**config.mk**
```make
export PLATFORM = sky130hd
export DESIGN_NAME = ps2_scan_receiver
export DESIGN_NICKNAME = d
export VERILOG_FILES = /design/src/rtl/ps2_pkg.sv /design/src/rtl/ps2_sync_filter.sv /design/src/rtl/ps2_scan_receiver.sv
export SDC_FILE = /design/constraint.sdc
export NUM_CORES = 1
export LEC_CHECK = 0
export ABC_AREA = 1
export ABC_CLOCK_PERIOD_IN_PS = 3200
export CAP_MARGIN = 15
export CELL_PAD_IN_SITES_DETAIL_PLACEMENT = 0
export CELL_PAD_IN_SITES_GLOBAL_PLACEMENT = 1
export CORE_MARGIN = 8
export CORE_UTILIZATION = 50
export CTS_CLUSTER_SIZE = 20
export DETAILED_ROUTE_END_ITERATION = 6
export PLACE_DENSITY = 0.84
export SYNTH_ARGS = -nofsm -noshare
export SYNTH_HDL_FRONTEND = slang
export SYNTH_SLANG_ARGS = --single-unit
```
**constraint.sdc**
```tcl
create_clock -name clk -period 3.2 [get_ports clk]
set_clock_uncertainty 0.05 [all_clocks]
set_input_delay 0.64 -clock clk [delete_from_list [all_inputs] [get_ports clk]]
set_output_delay 0.64 -clock clk [all_outputs]
set_load 0.01 [all_outputs]
```
**src/rtl/ps2_pkg.sv**
```systemverilog
// ps2_pkg: shared types and constants for the PS/2 scan-code receiver.
// Holds the event bundle, the frame FSM states and the prefix byte values.
package ps2_pkg;

  typedef struct packed {
    logic [7:0] code;
    logic       brk;
    logic       ext;
  } ps2_event_t;

  typedef enum logic [1:0] {
    IDLE,
    DATA,
    PARITY,
    STOP
  } ps2_state_e;

  localparam logic [7:0] PS2_PREFIX_EXT = 8'hE0;
  localparam logic [7:0] PS2_PREFIX_BRK = 8'hF0;

endpackage

```
**src/rtl/ps2_sync_filter.sv**
```systemverilog
// ps2_sync_filter: 2-FF synchroniser plus stable-level filter for a pin.
// Ports: clk, reset_n, din (async pin) -> level (filtered), fall (1-cycle).
module ps2_sync_filter #(
  parameter int FILTER_LEN = 8
) (
  input  logic clk,
  input  logic reset_n,
  input  logic din,
  output logic level,
  output logic fall
);

  localparam int CW = $clog2(FILTER_LEN + 1);

  logic          s1;
  logic          s2;
  logic [CW-1:0] cnt;

  // level only moves after FILTER_LEN consecutive
  // samples disagree with it; fall marks a 1->0 move
  always_ff @(posedge clk or negedge reset_n) begin
    if (!reset_n) begin
      s1    <= 1'b1;
      s2    <= 1'b1;
      level <= 1'b1;
      cnt   <= '0;
      fall  <= 1'b0;
    end else begin
      s1   <= din;
      s2   <= s1;
      fall <= 1'b0;
      if (s2 == level) begin
        cnt <= '0;
      end else if (cnt == CW'(FILTER_LEN - 1)) begin
        level <= s2;
        cnt   <= '0;
        fall  <= ~s2;
      end else begin
        cnt <= cnt + 1'b1;
      end
    end
  end

endmodule

```
**src/rtl/ps2_scan_receiver.sv**
```systemverilog
// ps2_scan_receiver: PS/2 frame receiver, optional E0/F0 merge
// (PS2_PREFIX_EN), show-ahead event FIFO with valid/ready.
// Ports: clk, reset_n, ps2_clk, ps2_data in; ev_valid/ev_ready,
// ev_code, ev_break, ev_ext, frame_err, overflow.
module ps2_scan_receiver
  import ps2_pkg::*;
#(
  parameter int FILTER_LEN     = 8,
  parameter int TIMEOUT_CYCLES = 50000,
  parameter int FIFO_DEPTH     = 8
) (
  input  logic       clk,
  input  logic       reset_n,
  input  logic       ps2_clk,
  input  logic       ps2_data,
  output logic       ev_valid,
  input  logic       ev_ready,
  output logic [7:0] ev_code,
  output logic       ev_break,
  output logic       ev_ext,
  output logic       frame_err,
  output logic       overflow
);

  localparam int TW = $clog2(TIMEOUT_CYCLES + 1);
  localparam int AW = $clog2(FIFO_DEPTH);
  localparam int CW = AW + 1;

  logic       clk_lvl;
  logic       fall;
  logic       d1;
  logic       d2;

  ps2_sync_filter #(
    .FILTER_LEN(FILTER_LEN)
  ) u_clk_filt (
    .clk    (clk),
    .reset_n(reset_n),
    .din    (ps2_clk),
    .level  (clk_lvl),
    .fall   (fall)
  );

  // data is sampled well after the clock edge, so
  // a plain synchroniser is enough here
  always_ff @(posedge clk or negedge reset_n) begin
    if (!reset_n) begin
      d1 <= 1'b1;
      d2 <= 1'b1;
    end else begin
      d1 <= ps2_data;
      d2 <= d1;
    end
  end

  ps2_state_e    state;
  logic [2:0]    bit_cnt;
  logic [7:0]    shreg;
  logic          par;
  logic [TW-1:0] to_cnt;

  logic timeout;
  logic stop_smp;
  logic good;
  logic frame_ok;
  logic frame_bad;

  assign timeout   = (state != IDLE) && !fall &&
                     (to_cnt == TW'(TIMEOUT_CYCLES - 1));
  assign stop_smp  = fall && (state == STOP);
  assign good      = d2 && (^{shreg, par});
  assign frame_ok  = stop_smp && good;
  assign frame_bad = stop_smp && !good;

  always_ff @(posedge clk or negedge reset_n) begin
    if (!reset_n) begin
      state     <= IDLE;
      bit_cnt   <= '0;
      shreg     <= '0;
      par       <= 1'b0;
      to_cnt    <= '0;
      frame_err <= 1'b0;
    end else begin
      frame_err <= 1'b0;
      if (timeout) begin
        state     <= IDLE;
        to_cnt    <= '0;
        frame_err <= 1'b1;
      end else if (fall) begin
        to_cnt <= '0;
        case (state)
          IDLE: begin
            if (d2) begin
              frame_err <= 1'b1;
            end else begin
              state   <= DATA;
              bit_cnt <= '0;
            end
          end
          DATA: begin
            shreg   <= {d2, shreg[7:1]};
            bit_cnt <= bit_cnt + 1'b1;
            if (bit_cnt == 3'd7) state <= PARITY;
          end
          PARITY: begin
            par   <= d2;
            state <= STOP;
          end
          STOP: begin
            state     <= IDLE;
            frame_err <= !good;
          end
          default: state <= IDLE;
        endcase
      end else if (state != IDLE) begin
        to_cnt <= to_cnt + 1'b1;
      end
    end
  end

  logic       push_vld;
  ps2_event_t push_ev;

`ifdef PS2_PREFIX_EN
  logic ext_f;
  logic brk_f;

  always_ff @(posedge clk or negedge reset_n) begin
    if (!reset_n) begin
      ext_f    <= 1'b0;
      brk_f    <= 1'b0;
      push_vld <= 1'b0;
      push_ev  <= '0;
    end else begin
      push_vld <= 1'b0;
      if (timeout || frame_bad) begin
        ext_f <= 1'b0;
        brk_f <= 1'b0;
      end else if (frame_ok) begin
        if (shreg == PS2_PREFIX_EXT) begin
          ext_f <= 1'b1;
        end else if (shreg == PS2_PREFIX_BRK) begin
          brk_f <= 1'b1;
        end else begin
          push_vld     <= 1'b1;
          push_ev.code <= shreg;
          push_ev.brk  <= brk_f;
          push_ev.ext  <= ext_f;
          ext_f        <= 1'b0;
          brk_f        <= 1'b0;
        end
      end
    end
  end
`else
  always_ff @(posedge clk or negedge reset_n) begin
    if (!reset_n) begin
      push_vld <= 1'b0;
      push_ev  <= '0;
    end else begin
      push_vld <= frame_ok;
      if (frame_ok) begin
        push_ev.code <= shreg;
        push_ev.brk  <= 1'b0;
        push_ev.ext  <= 1'b0;
      end
    end
  end
`endif

  ps2_event_t    mem [FIFO_DEPTH];
  ps2_event_t    head;
  logic [AW-1:0] wr_ptr;
  logic [AW-1:0] rd_ptr;
  logic [CW-1:0] count;
  logic          pop;
  logic          full;
  logic          wr_en;

  assign ev_valid = (count != '0);
  assign pop      = ev_valid && ev_ready;
  assign full     = (count == CW'(FIFO_DEPTH));
  // a pop frees the slot this cycle, so a full
  // FIFO may still take the push
  assign wr_en    = push_vld && (!full || pop);
  assign head     = mem[rd_ptr];

  always_ff @(posedge clk) begin
    if (wr_en) mem[wr_ptr] <= push_ev;
  end

  always_ff @(posedge clk or negedge reset_n) begin
    if (!reset_n) begin
      wr_ptr   <= '0;
      rd_ptr   <= '0;
      count    <= '0;
      overflow <= 1'b0;
    end else begin
      overflow <= push_vld && full && !pop;
      if (wr_en) wr_ptr <= wr_ptr + 1'b1;
      if (pop)   rd_ptr <= rd_ptr + 1'b1;
      case ({wr_en, pop})
        2'b10:   count <= count + 1'b1;
        2'b01:   count <= count - 1'b1;
        default: count <= count;
      endcase
    end
  end

  // stale RAM contents stay hidden while empty
  assign ev_code = ev_valid ? head.code : 8'h00;

`ifdef PS2_PREFIX_EN
  assign ev_break = ev_valid & head.brk;
  assign ev_ext   = ev_valid & head.ext;
`else
  logic unused_flags;
  assign unused_flags = head.brk ^ head.ext;
  assign ev_break     = 1'b0;
  assign ev_ext       = 1'b0;
`endif

endmodule

```
# ---- Word-level counts from Yosys, hierarchy flattened
# Memory sizes are Yosys's and may differ from the RTL's.
# Index checks and enable logic that the tools add are counted.
dict set report classes {
  n_addsub 7
  n_bitwise 3
  muxes 22
  n_reduce_logical 27
  n_eq_ne 13
}
# operator count
set ops {}
lappend ops {{$mux 16} 3}
lappend ops {{$add 16x1->16 const B} 1}
lappend ops {{$eq 16x16->1 const B} 1}
lappend ops {{$add 3x1->3 const B} 3}
lappend ops {{$logic_and 1x1->1} 9}
lappend ops {{$reduce_and 3->1} 3}
lappend ops {{$reduce_xor 9->1} 1}
lappend ops {{$add 4x1->4 const B} 2}
lappend ops {{$mux 2} 4}
lappend ops {{$mux 4} 2}
lappend ops {{$mux 8} 1}
lappend ops {{$pmux 2 s4} 1}
lappend ops {{$pmux 4 s2} 1}
lappend ops {{$reduce_bool 2->1} 4}
lappend ops {{$mux 1} 7}
lappend ops {{$eq 2x2->1 const B} 3}
lappend ops {{$ne 3x3->1 const B} 2}
lappend ops {{$pmux 3 s2} 1}
lappend ops {{$eq 2x1->1 const B} 2}
lappend ops {{$eq 4x3->1 const B} 1}
lappend ops {{$eq 4x4->1 const B} 1}
lappend ops {{$logic_not 1->1} 4}
lappend ops {{$reduce_and 4->1} 1}
lappend ops {{$reduce_bool 4->1} 1}
lappend ops {{other kinds (11)} 13}
dict set report word_totals {
  register_bits 61
  ram_bits 64
  out_inout_bits 13
  mem_count 1
}
# name depth width read_ports rd_clocked_by_memory_dff write_ports line
set memory_table {}
lappend memory_table {mem 8 8 1 0 1 ps2_scan_receiver.sv:171} ;# ps2_event_t mem [FIFO_DEPTH];

# ---- Longest topological paths before layout
# Gate-level depths: netlist of the first run.
dict set report logic_depth {
  word_depth 6
  mapped_depth 15
}

# ---- By module
# Synthesis of the first run repeated with hierarchy kept, for this count alone.
dict set report hier_totals {
  cells_unflattened 551
  area_unflattened_um2 5531.6
}
# mod cells_each area_each_um2 instances seq_area_each_um2
set by_module_without_submodules {}
lappend by_module_without_submodules {ps2_scan_receiver 522 5223.8 1 3250.6}
lappend by_module_without_submodules {ps2_sync_filter 29 307.8 1 203.9}

# ---- Least setup slack after synthesis of the first run
# Ideal clock, no wire load.
dict set report synth_timing {
  path_type {reg2out}
  start {register rd_ptr[0]}
  end {output port ev_code[6]}
  slack_ns 1.225
  arrival_time_ns 1.285
  n_path_buf 1
  stages_incl_launch_ff 7
  cell_sequence {dfrtp_1 inv_1 clkbuf_1 nor2_1 o22ai_1 o21ai_0 a31oi_1}
}
dict set report synth_between {
  elab_chain_len 2
}
# item line
set synth_lines {}
lappend synth_lines {{from (decl)} ps2_scan_receiver.sv:174} ;# logic [AW-1:0] rd_ptr;
lappend synth_lines {{from (signal assigned)} ps2_scan_receiver.sv:201} ;# if (pop) rd_ptr <= rd_ptr + 1'b1;
lappend synth_lines {{$mem_v2 8x8} --}
lappend synth_lines {{$mux 8} ps2_scan_receiver.sv:211} ;# assign ev_code = ev_valid ? head.code : 8'h00;
lappend synth_lines {{to (decl)} ps2_scan_receiver.sv:18} ;# output logic [7:0] ev_code,
# Every way passes these cells.

# ---- Final worst setup path of the first run
dict set report layout_timing {
  start {register rd_ptr[0]}
  end {output port ev_code[5]}
}
# The elaborated chain is that of the path after synthesis.

==> flow_summary_export.csv, run 1 <==
group,metric,value,unit
sta,hold_viol_final,0,
route,firstDrtPassIters,5,
clock_tree,cts_buffer_depth,2,
global_routing,track_usage,16.4,%
floorplanning,die_y,121,um
sta,rsz0062_at_grt,"no",
pwr,seqPwrFrac,36.9,%
layout,multi_input_area,1830,um2
route,drc,0,
route,first_iter_violations,274,
route,vias,3835,
yosys,synth_edf_count,64,
sta,setup_viol,0,
sta,timing.final.ws_setup,0.130,ns
critical_path,end_kind,"output pin",
yosys,synth_cell_type_count,35,
yosys,synth_cells,553,
route,wl_per_cell,15.3,um
critical_path,cp_max_fo,33,
layout,area.sequential,3460,um2
hold_path,hold_path_end,"d2",
hold_path,hold_class,"register to register",
clock_tree,tritoncts,"yes",
sta,timing.fmax,326,MHz
floorplanning,io_pins,18,
placement,numPortBuffers,15,
global_routing,antenna_found_initial,0,
hold_path,hold_depth,0,
yosys,synth-warning-count,0,
route,via_per_inst,5.18,
sta,worst_pin_slew,0.767,ns
critical_path,cp.required,2.51,ns
clock_tree,cts.sinks,125,
global_routing,grt_start_max_net_pins,34,
layout,diodes,0,
yosys,yosys-top-cells-count,"114 x nand2_1, 74 x nor2_1, 64 x edfxtp_1",
pwr,netSwitchingFraction,28.4,%
critical_path,r2r-start,"state[0]",
layout,syn_to_final_growth,17.8,%
clock_tree,clk_latency,0.51,ns
yosys,seq_area_frac_synth,62.3,%
run_status,status,"complete, no violations",
global_routing,gr-total-overflow,0,
pwr,intPower,3580,uW
yosys,synthArstFlopShare,48.8,%
global_routing,grt_pass1_wl,19000,um
sta,fin_setup_tns,0,ns
route,wirelength,11300,um
critical_path,r2r-end,"to_cnt[13]",
clock_tree,cts_root_buf,"clkbuf_8",
global_routing,first_global_vias,3945,
clock_tree,htree_levels,4,
pwr,p_leak,0.00287,uW
pwr,ir_drop,449,uV
yosys,synthFlopType,"edfxtp_1",
layout,finalNetCount,603,
sta,max_slew_margin,48.7,%
critical_path,arrival,2.38,ns
layout,drive_above_1_share,12.5,%
layout,n_fill_cell,889,
placement,hpwlAfterDp,7700,um
flow_run,drv_cap,0,
sta,post-route-min-period,3.07,ns
placement,place.gp.congestion,0.788,
critical_path,startpoint_type,"register",
yosys,yosys.cell_count.top_type,"nand2_1",
pwr,power.density,765,nW/um2
sta,slew_viol_final,0,
yosys,synth_area,5550,um2
sta,timing.final.crit_share,95.9,%
floorplanning,dieArea,14700,um2
placement,pre_cts_slack,0.544,ns
pwr,p_clk_share,38.6,%
yosys,ys_ff_latch,125,
floorplanning,core,10800,um2
clock_tree,numCtsBuffers,17,
critical_path,path_class,"register to output pin",
pwr,power_frac_comb,24.5,%
yosys,synth_top_area_share,34.6,%
placement,dp.cells,705,
floorplanning,rows,38,
floorplanning,die_w,121,um
critical_path,r2r_slack,1.08,ns
yosys,synthTopCellsByArea,"edfxtp_1 35%, dfrtp_1 25%, nand2_1 7.7%",
pwr,finalPower,5000,uW
hold_path,min_from,"d1",
layout,final_cells,740,
clock_tree,clk_pin_slew,0.05,ns
yosys,synth_top_cell_by_area,"edfxtp_1",
yosys,syn_avg_cell_area,10.0,um2
critical_path,r2r_cells,8,
floorplanning,initial_core_util,51.2,%
sta,holdWs,0.305,ns
route,ant_nets,0,
pwr,p_switching,1420,uW
-- repair_timing --
item,in CTS,in global routing
setup endpoints to repair,0,8
buffers inserted,0,1
hold buffers,1,0
gates resized for setup,0,6
endpoints found under the hold margin,7,0
-- kinds of logic (layout without fill, tap and decap cells) --
| logic type | Yosys count | count (layout) | share of synthesized area (%) |
|---|---|---|---|
| flip-flops | 125 | 125 | 62.3 |
| buffers and inverters | 66 | 112 | 4.76 |
| AND/OR/NAND/NOR | 234 | 234 | 18.1 |
| XOR/XNOR | 17 | 17 | 2.68 |
| other | 1 | 2 | 0.0676 |
| AO/OA/AOI/OAI | 98 | 98 | 9.45 |
| adder cells (fa/ha/maj) | 11 | 11 | 2.48 |
| multiplexers | 1 | 1 | 0.180 |
-- power by group through the flow --
stage          combinational, uW  sequential, uW  clock, uW
2_1_floorplan                761            1850          0
3_3_place_gp                1180            1850          0
3_5_place_dp                1200            1850          0
4_1_cts                     1210            1830       1960
5_1_grt                     1390            1860       2030
6_report                    1220            1840       1930
-- critical path, stage by stage, from the launching register on --
cell,delay [ns]
dfrtp_2,0.44
buf_8,0.23
o21ai_0,0.13
o22ai_1,0.17
o21ai_0,0.14
a31oi_1,0.19
clkdlybuf4s50_1,0.56
-- cell usage in the layout (no fill, tap or decap), types with 8 or more instances in the layout --
cell               n
a21oi_1            9
a31oi_1           10
buf_4              8
clkbuf_16         18
clkdlybuf4s50_1   14
dfrtp_1           55
edfxtp_1          64
ha_1              11
inv_1             42
inv_2              8
nand2_1          114
nand3_1           21
nor2_1            74
o21ai_0           59
o22ai_1           15
xor2_1            12
-- flip-flops by register name, summed over array words and instances (netlist names), 2 cells and up --
register	flops
mem	64
u_clk_filt.cnt	4
shreg	8
wr_ptr	3
bit_cnt	3
push_ev	8
rd_ptr	3
state	2
to_cnt	16
count	4
-- stage by stage --
stage | utilization [%] | cell area [um2]
after CTS | 60.0 | 6500
after global routing | 60.3 | 6540
after global placement | 54.2 | 5880
after floorplan | - | 5550
after detailed placement | 54.2 | 5880
final | 60.3 | 6540
-- routing by layer --
layer,up-vias,global-route usage (%),part of all wire (%)
met1,1825,19.5,45
met3,4,4.51,4.5
met5,-,0,0
li1,1924,-,-
met4,0,6.01,0.54
met2,82,27.8,50
-- how the worst max path moves through the flow --
| stage | start | depth (start not counted) | endpoint | slack, ns |
|---|---|---|---|---|
| final | rd_ptr[0] | 6 | ev_code[5] | 0.13 |
| after floorplan | rd_ptr[0] | 6 | ev_code[6] | 1.23 |
| after CTS | rd_ptr[0] | 5 | ev_code[6] | 0.03 |
| after global placement | ev_ready | 7 | mem[3][6] | 0.58 |
| after detailed placement | ev_ready | 6 | mem[6][1] | 0.54 |
| after global routing | rd_ptr[0] | 6 | ev_code[5] | 0.006 |
-- layout make-up --
| type | count | area share, % |
|---|---|---|
| clock buffer | 28 | 8.39 |
| inverter | 54 | 3.29 |
| timing repair inverter | 1 | 0.115 |
| clock inverter | 4 | 1.07 |
| sequential | 125 | 52.9 |
| tap | 140 | 2.68 |
| timing repair buffer | 25 | 3.52 |
| multi-input combinational | 363 | 28.0 |
(Power assumes the default switching activity.)
==> run 2: changes to the inputs <==
--- a/config.mk
+++ b/config.mk
@@ -5,7 +5,6 @@
 export SDC_FILE = /design/constraint.sdc
 export NUM_CORES = 1
 export LEC_CHECK = 0
-export ABC_AREA = 1
 export ABC_CLOCK_PERIOD_IN_PS = 3200
 export CAP_MARGIN = 15
 export CELL_PAD_IN_SITES_DETAIL_PLACEMENT = 0
@@ -14,7 +13,7 @@
 export CORE_UTILIZATION = 50
 export CTS_CLUSTER_SIZE = 20
 export DETAILED_ROUTE_END_ITERATION = 6
-export PLACE_DENSITY = 0.84
+export PLACE_DENSITY = 0.8
 export SYNTH_ARGS = -nofsm -noshare
 export SYNTH_HDL_FRONTEND = slang
 export SYNTH_SLANG_ARGS = --single-unit
==> constraint.sdc (replaced) <==
create_clock -name clk -period 3.2 [get_ports clk]
set_clock_uncertainty 0.05 [all_clocks]
set_input_delay 0.8 -clock clk [delete_from_list [all_inputs] [get_ports clk]]
set_output_delay 0.8 -clock clk [all_outputs]
set_load 0.01 [all_outputs]
==> flow_summary_export.csv, run 2 <==
group,metric,value,unit
sta,setup_viol,0,
global_routing,met2_usage,25.7,%
critical_path,critical_path.top_delay_family,"multiplexers",
yosys,synth_cells,394,
floorplanning,dieArea,14800,um2
placement,pre_cts_slack,0.319,ns
sta,timing.final.crit_share,97.2,%
yosys,seq_area_frac_synth,62.0,%
floorplanning,core,10800,um2
critical_path,r2r_cells,7,
layout,finalNetCount,439,
global_routing,first_global_vias,3358,
critical_path,arrival,2.26,ns
yosys,synthTopCellsByArea,"edfxtp_1 34%, dfrtp_1 25%, mux4_2 6.5%",
route,firstDrtPassIters,5,
route,via_per_inst,5.70,
sta,timing.final.ws_setup,0.0888,ns
yosys,synthFlopType,"edfxtp_1",
critical_path,timing.critical_path.buf_inv,2,
yosys,synth_area,5570,um2
critical_path,cp.required,2.35,ns
yosys,yosys-top-cells-count,"64 x edfxtp_1, 56 x dfrtp_1, 29 x nor2_1",
critical_path,cpMaxStageDelayCell,"mux4_2",
placement,place.gp.congestion,0.807,
layout,largest_reg_flops,64,
sta,fin_setup_tns,0,ns
yosys,yosys.cell_count.top_type,"edfxtp_1",
critical_path,startpoint_type,"register",
critical_path,r2r-start,"count[0]",
critical_path,r2r-end,"count[2]",
route,first_iter_violations,207,
yosys,synth_edf_count,64,
route,wl_per_cell,18.5,um
pwr,seqPwrFrac,45.4,%
flow_run,drv_cap,0,
global_routing,grt_start_max_net_pins,28,
clock_tree,cts_buffer_depth,2,
sta,hold_viol_final,0,
clock_tree,numCtsBuffers,17,
clock_tree,cts_root_buf,"clkbuf_8",
layout,final_common_cell,"edfxtp_1",
sta,timing.fmax,321,MHz
floorplanning,die_w,122,um
floorplanning,rows,38,
run_status,status,"complete, no violations",
route,vias,3284,
clock_tree,clk_latency,0.51,ns
clock_tree,htree_levels,4,
pwr,ir_drop,307,uV
pwr,netSwitchingFraction,25.2,%
yosys,synth_cell_type_count,59,
sta,slew_viol_final,0,
critical_path,cp_max_fo,9,
placement,postPlaceCellArea,5910,um2
layout,top_regs,"mem: 64 flops, to_cnt: 16 flops",
critical_path,r2r_slack,0.87,ns
floorplanning,die_y,122,um
layout,final_cell_mix,"64 x edfxtp_1, 52 x dfrtp_1, 29 x nor2_1, 22 x mux2_2",
sta,max_slew_margin,54.4,%
yosys,synthArstFlopShare,48.8,%
pwr,p_switching,1010,uW
pwr,p_clk_share,46.0,%
pwr,p_leak,0.00284,uW
global_routing,grt_pass1_wl,17400,um
critical_path,cp_slowest_stage_delay,0.51,ns
yosys,synth_top_area_share,34.5,%
placement,numPortBuffers,15,
yosys,synth_top_cell_by_area,"edfxtp_1",
sta,rsz0062_at_grt,"no",
yosys,synth-warning-count,0,
pwr,power_frac_comb,8.6,%
sta,post-route-min-period,3.11,ns
global_routing,busiest_layer,"met2",
sta,worst_pin_slew,0.677,ns
layout,design_area,6550,um2
layout,drive_above_1_share,23.2,%
placement,hpwlAfterDp,6650,um
critical_path,end_kind,"output pin",
floorplanning,initial_core_util,51.4,%
global_routing,gr-total-overflow,0,
global_routing,antenna_found_initial,0,
pwr,power.density,612,nW/um2
yosys,syn_avg_cell_area,14.1,um2
layout,largest_register,"mem",
route,wirelength,10600,um
global_routing,track_usage,15.5,%
floorplanning,io_pins,18,
route,drc,0,
clock_tree,clk_pin_slew,0.06,ns
critical_path,path_cells,"clkbuf_16 > mux4_2 > mux2i_1 > nor2_1 > clkdlybuf4s50_1",
layout,syn_to_final_growth,17.5,%
route,ant_nets,0,
hold_path,hold_class,"input port to async pin",
clock_tree,tritoncts,"yes",
yosys,ys_ff_latch,125,
critical_path,path_class,"register to output pin",
clock_tree,cts.sinks,125,
global_routing,met1_usage,18.7,%
global_routing,grtUsageMet3,5.18,%
layout,diodes,0,
pwr,intPower,3000,uW
[run 2: changes by cell type in the layout (fill, tap and decap cells not counted), sizes merged, moves of 7 or more]
cell           before  now
nand2             120   20
inv                51   14
mux2i               1    9
mux2                0   22
xor2               12    4
clkdlybuf4s50      14    6
mux4                0   16
nand3              24   11
o21ai              63    6
o22ai              15    2
nor2               79   29
a31oi              10    3
[run 2: kinds of logic after synthesis]
logic type / share of synthesized area (%)
flip-flops: 62.0
AND/OR/NAND/NOR: 11.2
AO/OA/AOI/OAI: 6.38
multiplexers: 12.7
buffers and inverters: 2.09
XOR/XNOR: 3.03
adder cells (fa/ha/maj): 2.47
other: 0.0673
[run 2: repair_timing]
| item | in CTS | in global routing |
|---|---|---|
| gates cloned | 0 | 1 |
| endpoints found under the setup margin | 8 | 7 |
| setup buffers | 0 | 1 |
| gates resized for setup | 4 | 9 |
| hold buffers | 0 | 0 |
[run 2: worst max path at each step]
stage,from,cells past startpoint,to
3_5_place_dp,rd_ptr[1],4,ev_code[2]
3_3_place_gp,rd_ptr[1],4,ev_code[2]
2_1_floorplan,rd_ptr[0],5,ev_code[6]
5_1_grt,rd_ptr[0],5,ev_code[4]
6_report,rd_ptr[0],5,ev_code[4]
4_1_cts,rd_ptr[0],5,ev_code[4]
[run 2: final cells by class]
type                       instances  area (um2)
fill                             802        4290
sequential                       125        3460
multi-input combinational        243        2010
clock buffer                      21         493
timing repair buffer              29         293
tap                              140         175
clock inverter                    11        91.3
inverter                           7        26.3
[run 2: per-layer routing]
metal / up-vias / part of all wire [%]
li1: 1550 / -
met3: 12 / 5.4
met1: 1653 / 42
met2: 69 / 51
met4: 0 / 1.0
met5: - / 0
[run 2: worst reg2reg max path, delay by kind of cell (launching register included)]
kind	cells	cell delay (ns)
adders and majority gates	1	0.20
DFF	1	0.45
xor gates and xnor gates	2	0.34
and+or+nand+nor	2	0.40
AOI/OAI and AO/OA	2	0.78
[run 2: power groups by stage]
| stage | logic [uW] | registers [uW] | clock network [uW] |
|---|---|---|---|
| global placement | 334 | 1840 | 0 |
| global route | 393 | 1830 | 1950 |
| finish | 344 | 1820 | 1840 |
| floorplan | 290 | 1810 | 0 |
| CTS | 348 | 1820 | 1880 |
| detailed placement | 346 | 1850 | 0 |
[run 2: through the flow]
stage	utilization, %	cells	total power, uW	hold slack [ns]
2_1_floorplan	-	395	2100	0.295
3_3_place_gp	54.5	542	2180	0.296
3_5_place_dp	54.5	542	2190	0.297
4_1_cts	59.9	574	4050	0.269
5_1_grt	60.4	576	4170	0.308
6_report	60.4	576	4010	0.273
